File: config.mk
export PLATFORM = sky130hd
export DESIGN_NAME = ibex_mp_dotp
export DESIGN_NICKNAME = d
export VERILOG_FILES = /design/src/rtl/ibex_mp_dotp.sv
export SDC_FILE = /design/constraint.sdc
export NUM_CORES = 1
export LEC_CHECK = 0
export ABC_AREA = 1
export BUFFER_PORTS_ARGS = -buffer_cell sky130_fd_sc_hd__buf_2
export CAP_MARGIN = 20
export CORE_MARGIN = 1.5
export CORE_UTILIZATION = 45
export DETAILED_ROUTE_END_ITERATION = 8
export PLACE_DENSITY = 0.74
export SETUP_SLACK_MARGIN = 0.02
export SKIP_LAST_GASP = 1
export SYNTH_ARGS = -nofsm -noshare
export SYNTH_HDL_FRONTEND = slang
export SYNTH_SLANG_ARGS = --single-unit
File: constraint.sdc
create_clock -name clk_i -period 6.7 [get_ports clk_i]
set_input_delay 1.34 -clock clk_i [delete_from_list [all_inputs] [get_ports clk_i]]
set_output_delay 1.34 -clock clk_i [all_outputs]
set_load 0.02 [all_outputs]
File: src/rtl/ibex_mp_dotp.sv
// Mixed-precision dot-product sequencer: feeds three multiplier slots per cycle
// from packed 2/4/8/16-bit elements and accumulates the products into a 32-bit sum.
module ibex_mp_dotp #(
  parameter int ACC_W = 32
) (
  input  logic             clk_i,
  input  logic             rst_ni,
  input  logic             en_i,
  input  logic [1:0]       prec_i,
  input  logic [1:0]       signed_mode_i,
  input  logic             acc_clr_i,
  input  logic [31:0]      op_a_i,
  input  logic [31:0]      op_b_i,
  input  logic             multdiv_ready_id_i,
  output logic [67:0]      ib_a_oper,
  output logic [67:0]      ib_w_oper,
  input  logic [101:0]     ib_p_oper,
  output logic             busy_o,
  output logic [ACC_W-1:0] result_o,
  output logic             valid_o,
  output logic [1:0]       dbg_state_o
);

  typedef enum logic [1:0] {
    IDLE = 2'd0,
    MUL  = 2'd1,
    DONE = 2'd2
  } state_e;

  state_e           r_state;
  state_e           w_state_d;
  logic [31:0]      r_op_a;
  logic [31:0]      r_op_b;
  logic [1:0]       r_prec;
  logic [1:0]       r_sm;
  logic [2:0]       r_cnt;
  logic [ACC_W-1:0] r_acc;

  logic [2:0]       w_last_cnt;
  logic             w_last;
  logic [16:0]      w_a [3];
  logic [16:0]      w_w [3];
  logic [ACC_W-1:0] w_sum;

  // Element k of a packed operand, extended to 17 bits; zero once k runs past E.
  function automatic logic [16:0] ext_elem(input logic [31:0] op, input logic [4:0] k,
                                           input logic [1:0] prec, input logic sgn);
    logic [31:0] v;
    logic [16:0] res;
    v   = '0;
    res = '0;
    unique case (prec)
      2'b00: if (k < 5'd4) begin
        v   = op >> {k[1:0], 3'b000};
        res = {{9{sgn & v[7]}}, v[7:0]};
      end
      2'b01: if (k < 5'd8) begin
        v   = op >> {k[2:0], 2'b00};
        res = {{13{sgn & v[3]}}, v[3:0]};
      end
      2'b10: if (k < 5'd16) begin
        v   = op >> {k[3:0], 1'b0};
        res = {{15{sgn & v[1]}}, v[1:0]};
      end
      default: if (k < 5'd2) begin
        v   = op >> {k[0], 4'b0000};
        res = {sgn & v[15], v[15:0]};
      end
    endcase
    return res;
  endfunction

  always_comb begin
    unique case (r_prec)
      2'b00:   w_last_cnt = 3'd1;
      2'b01:   w_last_cnt = 3'd2;
      2'b10:   w_last_cnt = 3'd5;
      default: w_last_cnt = 3'd0;
    endcase
  end
  assign w_last = (r_cnt == w_last_cnt);

  always_comb begin
    for (int j = 0; j < 3; j++) begin
      w_a[j] = ext_elem(r_op_a, 5'(r_cnt) * 5'd3 + 5'(j), r_prec, r_sm[0]);
      w_w[j] = ext_elem(r_op_b, 5'(r_cnt) * 5'd3 + 5'(j), r_prec, r_sm[1]);
    end
  end

  assign busy_o      = (r_state == MUL);
  assign valid_o     = (r_state == DONE);
  assign result_o    = r_acc;
  assign dbg_state_o = r_state;
  // Slot 0 sits at the top of the bus; slot 3 is never used.
  assign ib_a_oper   = busy_o ? {w_a[0], w_a[1], w_a[2], 17'd0} : '0;
  assign ib_w_oper   = busy_o ? {w_w[0], w_w[1], w_w[2], 17'd0} : '0;
  assign w_sum       = ib_p_oper[68 +: ACC_W] + ib_p_oper[34 +: ACC_W] + ib_p_oper[0 +: ACC_W];

  always_comb begin
    w_state_d = r_state;
    unique case (r_state)
      IDLE:    if (en_i) w_state_d = MUL;
      MUL:     if (w_last) w_state_d = DONE;
      DONE:    if (multdiv_ready_id_i) w_state_d = IDLE;
      default: w_state_d = IDLE;
    endcase
  end

  always_ff @(posedge clk_i or negedge rst_ni) begin
    if (!rst_ni) begin
      r_state <= IDLE;
      r_op_a  <= '0;
      r_op_b  <= '0;
      r_prec  <= '0;
      r_sm    <= '0;
      r_cnt   <= '0;
      r_acc   <= '0;
    end else begin
      r_state <= w_state_d;
      if (r_state == IDLE && en_i) begin
        r_op_a <= op_a_i;
        r_op_b <= op_b_i;
        r_prec <= prec_i;
        r_sm   <= signed_mode_i;
        r_cnt  <= '0;
        if (acc_clr_i) r_acc <= '0;
      end else if (r_state == MUL) begin
        r_acc <= r_acc + w_sum;
        r_cnt <= r_cnt + 3'd1;
      end
    end
  end

endmodule

# Yosys cells after proc, flatten, opt, wreduce, memory -nomap -nowiden
# Index checks and enable logic that the tools add are counted.
# W data, S select, Z words.
[word_totals] regBits=105 input_bits=175 output_inout_bits=172
[classes] add_sub_neg=6 mul=1 order_cmp=12 n_eq_ne=9 shift=24 muxes=42 bitwise_logic=24 n_reduce_logical=6
[op_table] op="$mux W17" n=24
[op_table] op="$pmux W17 S3" n=6
[op_table] op="$shr A32 B5 Y16" n=6
[op_table] op="$shr A32 B5 Y2" n=6
[op_table] op="$shr A32 B5 Y4" n=6
[op_table] op="$shr A32 B5 Y8" n=6
[op_table] op="$mux W68" n=2
[op_table] op="$add A32 B32 Y32" n=3
[op_table] op="$mux W32" n=3
[op_table] op="$and A1 B1 Y1" n=24
[op_table] op="$lt A5 B2 Y1 const B" n=3
[op_table] op="$lt A5 B3 Y1 const B" n=3
[op_table] op="$lt A5 B4 Y1 const B" n=3
[op_table] op="$lt A5 B5 Y1 const B" n=3
[op_table] op="$pmux W3 S3" n=1
[op_table] op="$mux W2" n=3
[op_table] op="$mux W3" n=2
[op_table] op="$ne A2 B2 Y1 const B" n=3
[op_table] op="$pmux W2 S3" n=1
[op_table] op="$add A5 B1 Y5 const B" n=1
[op_table] op="$add A5 B2 Y5 const B" n=1
[op_table] op="$mul A3 B2 Y5 const B" n=1
[op_table] op="$eq A2 B1 Y1 const B" n=2
[op_table] op="$eq A2 B2 Y1 const B" n=2
[op_table] op="8 further kinds" n=9

# Depth between registers and ports, before layout
# Gate-level depths: netlist of run 1.
[logic_depth] depth_word=7 ltp_mapped=19 ltp_nobuf=17

# Least setup slack after synthesis of run 1
# No wires, ideal clock.
[synth_path] path_type="register to output" start="register r_cnt[0]" end="output ib_w_oper[37]" arrival_time_ns=3.296 path_slack_ns=2.064 stages_incl_launch_ff=19 cell_sequence="dfrtp_1 ha_1 inv_1 fa_1 buf_4 inv_2 clkbuf_1 ha_1 nand2_1 inv_1 nand2_1 nand2_4 nand2_2 nor2_2 nand2_2 buf_2 o21ai_1 nand2_1 a21oi_1"
[synth_between] elab_chain_len=7
[synth_lines] item="from (decl)" line="36" text="logic [2:0] r_cnt;"
[synth_lines] item="from (signal assigned)" line="129" text="r_cnt <= r_cnt + 3'd1;"
[synth_lines] item="$mul A3 B2 Y5 (*)" line="86" text="w_w[j] = ext_elem(r_op_b, 5'(r_cnt) * 5'd3 + 5'(j), r_prec, r_sm[1]);"
[synth_lines] item="$add A5 B1 Y5 (*)" line="86"
[synth_lines] item="$shr A32 B5 Y2" line="62" text="v = op >> {k[3:0], 1'b0};"
[synth_lines] item="$and A1 B1 Y1" line="63" text="res = {{15{sgn & v[1]}}, v[1:0]};"
[synth_lines] item="$mux W17" line="61" text="2'b10: if (k < 5'd16) begin"
[synth_lines] item="$pmux W17 S3 (*)" line="52" text="unique case (prec)"
[synth_lines] item="$mux W68 (*)" line="96" text="assign ib_w_oper = busy_o ? {w_w[0], w_w[1], w_w[2], 17'd0} : '0;"
[synth_lines] item="to (decl)" line="16" text="output logic [67:0] ib_w_oper,"
# Every way passes the cells marked *; elsewhere a longest branch is shown, timed or not.

# Worst setup path in the final report of run 1
[layout_path] start="register r_cnt[0]" end="output ib_w_oper[46]"
[layout_between] elab_chain_len=7
[layout_lines] item="$mul A3 B2 Y5 (*)" line="86"
[layout_lines] item="$add A5 B1 Y5 (*)" line="86"
[layout_lines] item="$shr A32 B5 Y2 (tied with other cells)" line="62"
[layout_lines] item="$and A1 B1 Y1 (on tied branches)" line="63, 55, 59"
[layout_lines] item="$mux W17 (on tied branches)" line="61, 53, 57"
[layout_lines] item="$pmux W17 S3 (*)" line="52"
[layout_lines] item="$mux W68 (*)" line="96"
# Marks and branches as above.

==> impl_metrics.csv, run 1 <==
group,metric,value,unit
placement,port_buffers,306,
placement,place_inst,3081,
placement,hpwl,50.3,mm
worst_setup_path,crit_start,"r_cnt[0]$_DFFE_PN0P_",
floorplanning,rows,65,
routing,top_layer,"met5",
cts,cts_sinks,105,
cells_and_area,syn_to_final_growth,13.3,%
routing,drc_errors,0,
sta,fin_crit_sh,84.0,%
cts,cts_buffers,9,
worst_setup_path,critPathMaxStageDelay,520,ps
cts,cts_setup_buffers,0,
floorplanning,start_util,45.8,%
logic_synthesis,yosys_most_used_dff,"dfrtp_1",
cells_and_area,drive_gt1_share,15.8,%
cells_and_area,utilization,52.0,%
routing,vias_per_cell,5.65,
worst_setup_path,r2r_end,"result_o[16]$_DFFE_PN0P_",
sta,tns,0,ps
routing,met1_length,26.4,mm
logic_synthesis,synth_top_cell_area_share,18.1,%
cells_and_area,multiInputGateArea,0.00971,mm²
cts,clk_pin_slew,80,ps
grt,grt_pass1_vias,16400,
grt,grt_max_degree,99,
cells_and_area,final_cell_mix,"669 x nand2_1, 385 x inv_1, 305 x buf_2",
routing,drt_pre_antenna_iters,6,
sta,setup-violations-final,0,
grt,grt_usage,38.3,%
worst_setup_path,crit_arrival,4290,ps
cts,htreeDepth,3,
sta,hold_violations,0,
sta,finalCriticalPeriod,5630,ps
cells_and_area,filler_cell_count,3377,
routing,wl_met2,27.9,mm
sta,max_slew.worst_pin.slew,881,ps
logic_synthesis,syn_area_per_cell,5.93,µm²
floorplanning,dieArea,0.0333,mm²
floorplanning,ios,347,
sta,slew_violations,0,
logic_synthesis,synth_edf_count,0,
routing,antenna_left,0,
logic_synthesis,ys_top_cells_by_area,"dfrtp_1 18%, nand2_1 17%, inv_1 10%",
logic_synthesis,ys_ff_latch,105,
grt,overflow,0,
cells_and_area,instances_no_fill,3098,
min_path,holdCritPathClass,"reg2reg",
placement,routabilityCongestion,1.04,
logic_synthesis,netlist_instances,2447,
logic_synthesis,synth_area,0.0145,mm²
worst_setup_path,worstPathRequired,5360,ps
logic_synthesis,synthArstFlopShare,100,%
routing,wl_per_cell,20.8,µm
cts,cts_tree,"yes",
cts,cts_resized,0,
worst_setup_path,cp_common_cell,"buf_4",
cells_and_area,final_common_cell,"nand2_1",
cts,max-clock-path-buffers,2,
cells_and_area,fin_nets,2966,
cts,clk_latency,400,ps
worst_setup_path,start_kind,"flop",
worst_setup_path,crit_path_end,"ib_w_oper[46]",
worst_setup_path,crit_path_max_fanout,62,
floorplanning,fp.dieW,183,µm
floorplanning,die_h,183,µm
logic_synthesis,ys_seq_area_share,18.1,%
logic_synthesis,yosysUniqueCellTypes,54,
routing,wl_met3,6.84,mm
worst_setup_path,r2r_start,"result_o[3]$_DFFE_PN0P_",
worst_setup_path,critPathSlowestCell,"buf_4",
cells_and_area,regArea,0.00263,mm²
worst_setup_path,cp-end-kind,"output port",
worst_setup_path,critPathTopFamily,"buffers and inverters",
sta,grt_setup_unrepaired,"false",
logic_synthesis,yosysWarnings,0,
worst_setup_path,ff2ff_path_depth,13,
worst_setup_path,cp.depth,11,
routing,vias,17500,
grt,grt_pass1_wl,96.2,mm
worst_setup_path,worstPathCellList,"buf_4 > ha_2 > buf_4 > nand2_1 > nand2_2 > buf_4 > nand2_2 > o31ai_1 > inv_1 > nor2_1 > buf_2",
sta,fmax,178,MHz
sta,fin_skew,17.0,ps
routing,drt-initial-drc-count,2121,
worst_setup_path,path_class,"reg2out",
cts,cts_hold_repair.buffers,0,
cts,ctsRootBufferMaster,"clkbuf_16",
worst_setup_path,r2r_slack,3350,ps
min_path,hold_path_startpoint,"r_op_a[8]$_DFFE_PN0P_",
logic_synthesis,yosys.area.top_type,"dfrtp_1",
sta,timing.slew.headroom,40.7,%
floorplanning,design.core.area,0.0316,mm²
routing,routed_wl,64.4,mm
run_status,status,"finished clean",
worst_setup_path,cp.buffers_inverters,5,
grt,grt_antenna_before_repair,2,
run,drv_cap,0,
[state kept, by name, summed over array words and instances (netlist names)]
name	count
dbg_state_o	2
r_prec	2
r_cnt	3
r_op_a	32
r_op_b	32
r_sm	2
result_o	32
[through the flow]
| stage | area, µm² | worst slack (ps) | hold slack (ps) |
|---|---|---|---|
| 6_report | 16400 | 1070 | 520 |
| 2_1_floorplan | 14600 | 2060 | 472 |
| 5_1_grt | 16400 | 964 | 555 |
| 3_3_place_gp | 16100 | 1610 | 500 |
| 3_5_place_dp | 16100 | 1660 | 500 |
| 4_1_cts | 16400 | 1230 | 521 |
[worst min path at each step]
stage / end / cells after the start
3_3_place_gp: result_o[26]$_DFFE_PN0P_ / 2
2_1_floorplan: r_op_a[0]$_DFFE_PN0P_ / 2
6_report: r_op_a[8]$_DFFE_PN0P_ / 2
4_1_cts: r_op_a[8]$_DFFE_PN0P_ / 2
3_5_place_dp: r_op_a[8]$_DFFE_PN0P_ / 2
5_1_grt: r_op_a[12]$_DFFE_PN0P_ / 2
[cell type report]
class,instances,share of cell area [%]
flip-flops and latches,105,16.0
diodes,2,0.0304
multi-input cells,1834,59.1
clock buffers,11,1.48
repair buffers,340,10.9
well taps,402,3.06
inverters,400,9.17
clock inverters,4,0.327
[synth_stat cells (4+ instances only)]
master    count
o211ai_1     17
buf_4        44
nand2_2      17
xor2_1        4
ha_1         38
inv_1       386
nand2_1     669
nand3_1     210
nor2_2       10
a31oi_1      19
o22ai_1      17
buf_6         8
clkbuf_1     52
buf_1         5
nand3_2      10
nor2_1      249
a21oi_1     112
nor3_1       24
nand4_1      25
buf_2        31
inv_2        10
dfrtp_1     105
nand3b_1      4
fa_1         63
nand2_4       4
o21ai_0     233
xnor2_1       5
o31ai_1       9
o21ai_1      25
[worst min-delay path: stages, from the launching register on]
cell and delay [ps]:
dfrtp_1 370, nand2_1 60, nand2_1 60
[per-layer routing]
| layer | vias up | GRT usage [%] |
|---|---|---|
| met5 | - | 2.07 |
| met4 | 2 | 18.5 |
| met3 | 161 | 9.36 |
| met2 | 1101 | 58.7 |
| met1 | 8063 | 50.2 |
| li1 | 8182 | - |
[cells by family after synthesis]
logic type                 Yosys count  share of synthesized area (%)
and+or+nand+nor                   1239                           36.5
AOI/OAI and AO/OA                  449                           16.6
xor gates and xnor gates            11                          0.845
DFF                                105                           18.1
other                                1                         0.0259
buffers and inverters              541                           15.9
adders and majority gates          101                           12.0
Power of run 1 is left out: the tool's default activity adds up to more than one toggle a clock period on the data nets, which glitch-free logic cannot reach.
==> run 2, diff against run 1 <==
clock period = 5.5 ns   (was 6.7 ns; I/O delays follow)
==> run 2 against run 1 <==
Net effect:
- sequential share of layout area decreased by 0.076 points
- design area up 0.48%
- critical path depth is 3 higher
- die area did not move
- highest routed layer is now met4
==> impl_metrics.csv, run 2 (same netlist as run 1, synthesis figures left out) <==
group,metric,value,unit
routing,vias_per_cell,5.65,
cts,clk_pin_slew,80,ps
floorplanning,die_h,183,µm
worst_setup_path,crit_start,"r_cnt[1]$_DFFE_PN0P_",
sta,finalCriticalPeriod,5270,ps
worst_setup_path,worstPathRequired,4400,ps
sta,hold_violations,0,
cts,cts_setup_buffers,0,
placement,place_inst,3097,
cts,cts_buffers,9,
cts,cts_hold_repair.buffers,0,
worst_setup_path,critPathSlowestCell,"fa_1",
worst_setup_path,r2r_start,"result_o[9]$_DFFE_PN0P_",
cells_and_area,instances_no_fill,3114,
worst_setup_path,critPathTopFamily,"simple AND/OR/NAND/NOR gates",
worst_setup_path,cp-end-kind,"output port",
placement,port_buffers,306,
grt,overflow,0,
worst_setup_path,crit_path_max_fanout,17,
cts,htreeDepth,3,
floorplanning,fp.dieW,183,µm
placement,hpwl,49.8,mm
routing,drt_pre_antenna_iters,7,
grt,grt_max_degree,63,
sta,slew_violations,0,
cells_and_area,final_cell_mix,"669 x nand2_1, 385 x inv_1, 305 x buf_2",
min_path,holdCritPathClass,"reg2reg",
cts,max-clock-path-buffers,2,
routing,vias,17600,
sta,fin_skew,18.8,ps
cells_and_area,final_common_cell,"nand2_1",
floorplanning,ios,347,
worst_setup_path,crit_arrival,4170,ps
cells_and_area,drive_gt1_share,16.2,%
cts,cts_resized,0,
grt,grt_pass1_wl,94.3,mm
grt,grt_pass1_vias,16200,
worst_setup_path,cp.buffers_inverters,4,
cts,clk_latency,390,ps
routing,drt-initial-drc-count,2056,
floorplanning,start_util,45.8,%
run,drv_cap,0,
grt,grt_antenna_before_repair,2,
worst_setup_path,start_kind,"flop",
routing,antenna_left,0,
routing,routed_wl,62.9,mm
cts,cts_tree,"yes",
worst_setup_path,path_class,"reg2out",
worst_setup_path,worstPathCellList,"ha_1 > inv_1 > fa_1 > buf_4 > xor2_2 > inv_2 > nand3_1 > nand2_1 > nor2_1 > nand3_1 > nand3_2 > nand3_4 > nor2_1 > buf_2",
sta,max_slew.worst_pin.slew,907,ps
cells_and_area,syn_to_final_growth,13.9,%
sta,hold_ws,520,ps
floorplanning,design.core.area,0.0316,mm²
grt,grt_usage,37.3,%
routing,wl_per_cell,20.2,µm
sta,timing.slew.headroom,39.4,%
worst_setup_path,critPathMaxStageDelay,530,ps
routing,drc_errors,0,
placement,routabilityCongestion,1.08,
cts,cts_sinks,105,
floorplanning,rows,65,
sta,fmax,190,MHz
cells_and_area,finalInstanceArea,0.0165,mm²
sta,fin_crit_sh,95.8,%
sta,grt_setup_unrepaired,"false",
floorplanning,dieArea,0.0333,mm²
sta,tns,0,ps
run_status,status,"finished clean",
sta,setup-violations-final,0,
placement,place_area,0.0163,mm²
cells_and_area,fin_nets,2982,
min_path,hold_path_startpoint,"result_o[16]$_DFFE_PN0P_",
cts,ctsRootBufferMaster,"clkbuf_16",
[run 2: changes by cell type in the layout (fill, tap and decap cells not counted), sizes merged]
| cell | previous run | this run |
|---|---|---|
| buf | 340 | 356 |
| bufinv | 1 | 0 |
| clkbuf | 11 | 12 |
| clkinv | 4 | 5 |
| clkinvlp | 2 | 0 |
| inv | 397 | 398 |
[run 2: layout make-up]
cell class	count	area (µm²)
flip-flops and latches	105	2630
clock inverters	3	18.8
multi-input cells	1834	9710
inverters	400	1510
well taps	402	503
clock buffers	12	236
repair buffers	356	1910
fillers	3377	15100
diodes	2	5.00
[run 2: per-layer routing]
metal	track usage, %	share of wire (%)
met5	0	0
met4	16.2	4.1
met3	7.02	10
met2	57.6	44
met1	50.7	42
[run 2: path summary, 6_finish.rpt]
kind / to / cells after the start / slack [ps]
min in group asynchronous: r_op_b[1]$_DFFE_PN0P_ / 1 / 710
max reg2reg: result_o[30]$_DFFE_PN0P_ / 13 / 2330
max in group asynchronous: r_op_a[14]$_DFFE_PN0P_ / 2 / 3490
min: result_o[16]$_DFFE_PN0P_ / 2 / 520
min reg2reg: result_o[16]$_DFFE_PN0P_ / 2 / 520
max: ib_w_oper[48] / 14 / 230
[run 2: tightest hold or removal path, delay by kind of cell (launching register included)]
family,cells,cell delay [ps]
flip-flops,1,360
AND/OR/NAND/NOR,2,130
[run 2: metrics by stage]
| step | setup slack, ps | utilization [%] |
|---|---|---|
| after floorplan | 1100 | - |
| after global placement | 894 | 51.4 |
| after detailed placement | 801 | 51.4 |
| after CTS | 351 | 52.2 |
| after global routing | 211 | 52.2 |
| final | 234 | 52.2 |
Power of run 2 is left out for the same reason.
==> run 3, diff against run 2 <==
BUFFER_PORTS_ARGS = -buffer_cell sky130_fd_sc_hd__buf_4   (was -buffer_cell sky130_fd_sc_hd__buf_2)
==> run 3 against run 2 <==
Net effect:
- global-route usage up 1.6 points
- sequential share of layout area down 0.79 points
- setup slack improved by 150 ps
==> impl_metrics.csv, run 3 (same netlist as run 1, synthesis figures left out) <==
group,metric,value,unit
run_status,status,"finished clean",
sta,setup_ws,380,ps
cells_and_area,antenna_cells,0,
routing,drt_pre_antenna_iters,6,
cells_and_area,fin_nets,2991,
placement,pre_cts_ws,989,ps
placement,port_buffers,306,
min_path,whs_path_depth,2,
sta,finalCriticalPeriod,5120,ps
placement,hpwl,51.7,mm
sta,hold_ws,521,ps
sta,setup-violations-final,0,
cts,cts_setup_buffers,0,
cts,cts_sinks,105,
sta,fin_skew,9.06,ps
routing,antenna_left,0,
cts,cts_tree,"yes",
sta,grt_setup_unrepaired,"false",
worst_setup_path,start_kind,"flop",
floorplanning,start_util,45.8,%
cts,max-clock-path-buffers,2,
routing,routed_wl,65.1,mm
grt,grt_antenna_before_repair,0,
sta,slew_violations,0,
routing,wl_per_cell,20.8,µm
sta,fin_crit_sh,93.1,%
cells_and_area,drive_gt1_share,16.6,%
floorplanning,fp.dieW,183,µm
sta,fmax,195,MHz
worst_setup_path,crit_arrival,4020,ps
cells_and_area,filler_cell_count,3263,
run,drv_cap,0,
grt,grt_pass1_wl,98.0,mm
routing,drc_errors,0,
cts,clk_latency,390,ps
worst_setup_path,r2r_start,"dbg_state_o[1]$_DFFE_PN0P_",
sta,tns,0,ps
routing,vias_per_cell,5.68,
floorplanning,design.core.area,0.0316,mm²
grt,overflow,0,
sta,hold_violations,0,
worst_setup_path,crit_path_max_fanout,16,
cells_and_area,final_common_cell,"nand2_1",
floorplanning,ios,347,
placement,routabilityCongestion,1.07,
sta,max_slew.worst_pin.slew,1030,ps
worst_setup_path,cp-end-kind,"output port",
cts,cts_hold_repair.buffers,0,
min_path,hold_path_startpoint,"r_op_a[8]$_DFFE_PN0P_",
cts,htreeDepth,3,
cts,clk_pin_slew,80,ps
cells_and_area,final_cell_mix,"669 x nand2_1, 385 x inv_1, 363 x buf_4",
min_path,holdCritPathClass,"reg2reg",
cts,ctsRootBufferMaster,"clkbuf_16",
grt,grt_usage,38.9,%
grt,grt_pass1_vias,16700,
placement,place_inst,3106,
worst_setup_path,worstPathRequired,4400,ps
cts,cts_buffers,9,
sta,timing.slew.headroom,31.6,%
worst_setup_path,r2r_slack,2160,ps
min_path,hold_path_end,"r_op_a[8]$_DFFE_PN0P_",
worst_setup_path,path_class,"reg2out",
cells_and_area,instances_no_fill,3122,
routing,vias,17700,
floorplanning,die_h,183,µm
floorplanning,rows,65,
worst_setup_path,r2r_end,"result_o[18]$_DFFE_PN0P_",
grt,grt_max_degree,93,
routing,drt-initial-drc-count,1960,
floorplanning,dieArea,0.0333,mm²
cts,cts_resized,0,
cells_and_area,syn_to_final_growth,19.9,%
worst_setup_path,ff2ff_path_depth,7,
==> run 3: cell count changes in the layout (fill, tap and decap cells not counted), sizes merged <==
cell,delta
buf,+9
diode,-2
clkbuf,-2
clkinvlp,+3
==> run 3: final cells by class <==
cell class	count	area (µm²)	area share [%]
flip-flops and latches	105	2630	15.1
clock buffers	10	229	1.32
inverters	400	1510	8.67
repair buffers	365	2770	15.9
multi-input cells	1834	9710	55.8
well taps	402	503	2.89
clock inverters	6	43.8	0.252
==> run 3: critical path: stages (launching register included) <==
cell     delay, ps
dfrtp_1        430
ha_1           230
inv_1           80
fa_1           640
inv_2           70
ha_1           220
buf_4          160
xor2_4         270
nand2_4         90
inv_4          110
nand2_2        320
inv_2          360
nand3_1        120
a21oi_1        140
nand2_1        160
inv_1           90
buf_4          140
==> run 3: metal layers <==
metal / part of all wire [%] / global-route usage (%)
met5: 0 / 0
met2: 43 / 59.9
met1: 42 / 52.0
met3: 11 / 9.02
met4: 4.3 / 16.6
==> run 3: how the worst max path moves through the flow <==
stage,startpoint,endpoint,slack (ps),cells after the start
3_5_place_dp,r_cnt[1]$_DFFE_PN0P_,ib_a_oper[22],990,16
6_report,r_cnt[1]$_DFFE_PN0P_,ib_a_oper[22],380,16
5_1_grt,r_cnt[1]$_DFFE_PN0P_,ib_a_oper[22],310,16
4_1_cts,r_cnt[1]$_DFFE_PN0P_,ib_a_oper[22],520,16
3_3_place_gp,r_cnt[0]$_DFFE_PN0P_,ib_w_oper[38],1010,18
2_1_floorplan,r_cnt[0]$_DFFE_PN0P_,ib_w_oper[37],1100,18
==> run 3: per-stage QoR <==
stage | util, % | cell area [µm²]
floorplan | - | 14600
global placement | 54.1 | 17100
detailed placement | 54.1 | 17100
CTS | 55.0 | 17400
global route | 55.0 | 17400
finish | 55.0 | 17400
Power of run 3 is left out for the same reason.
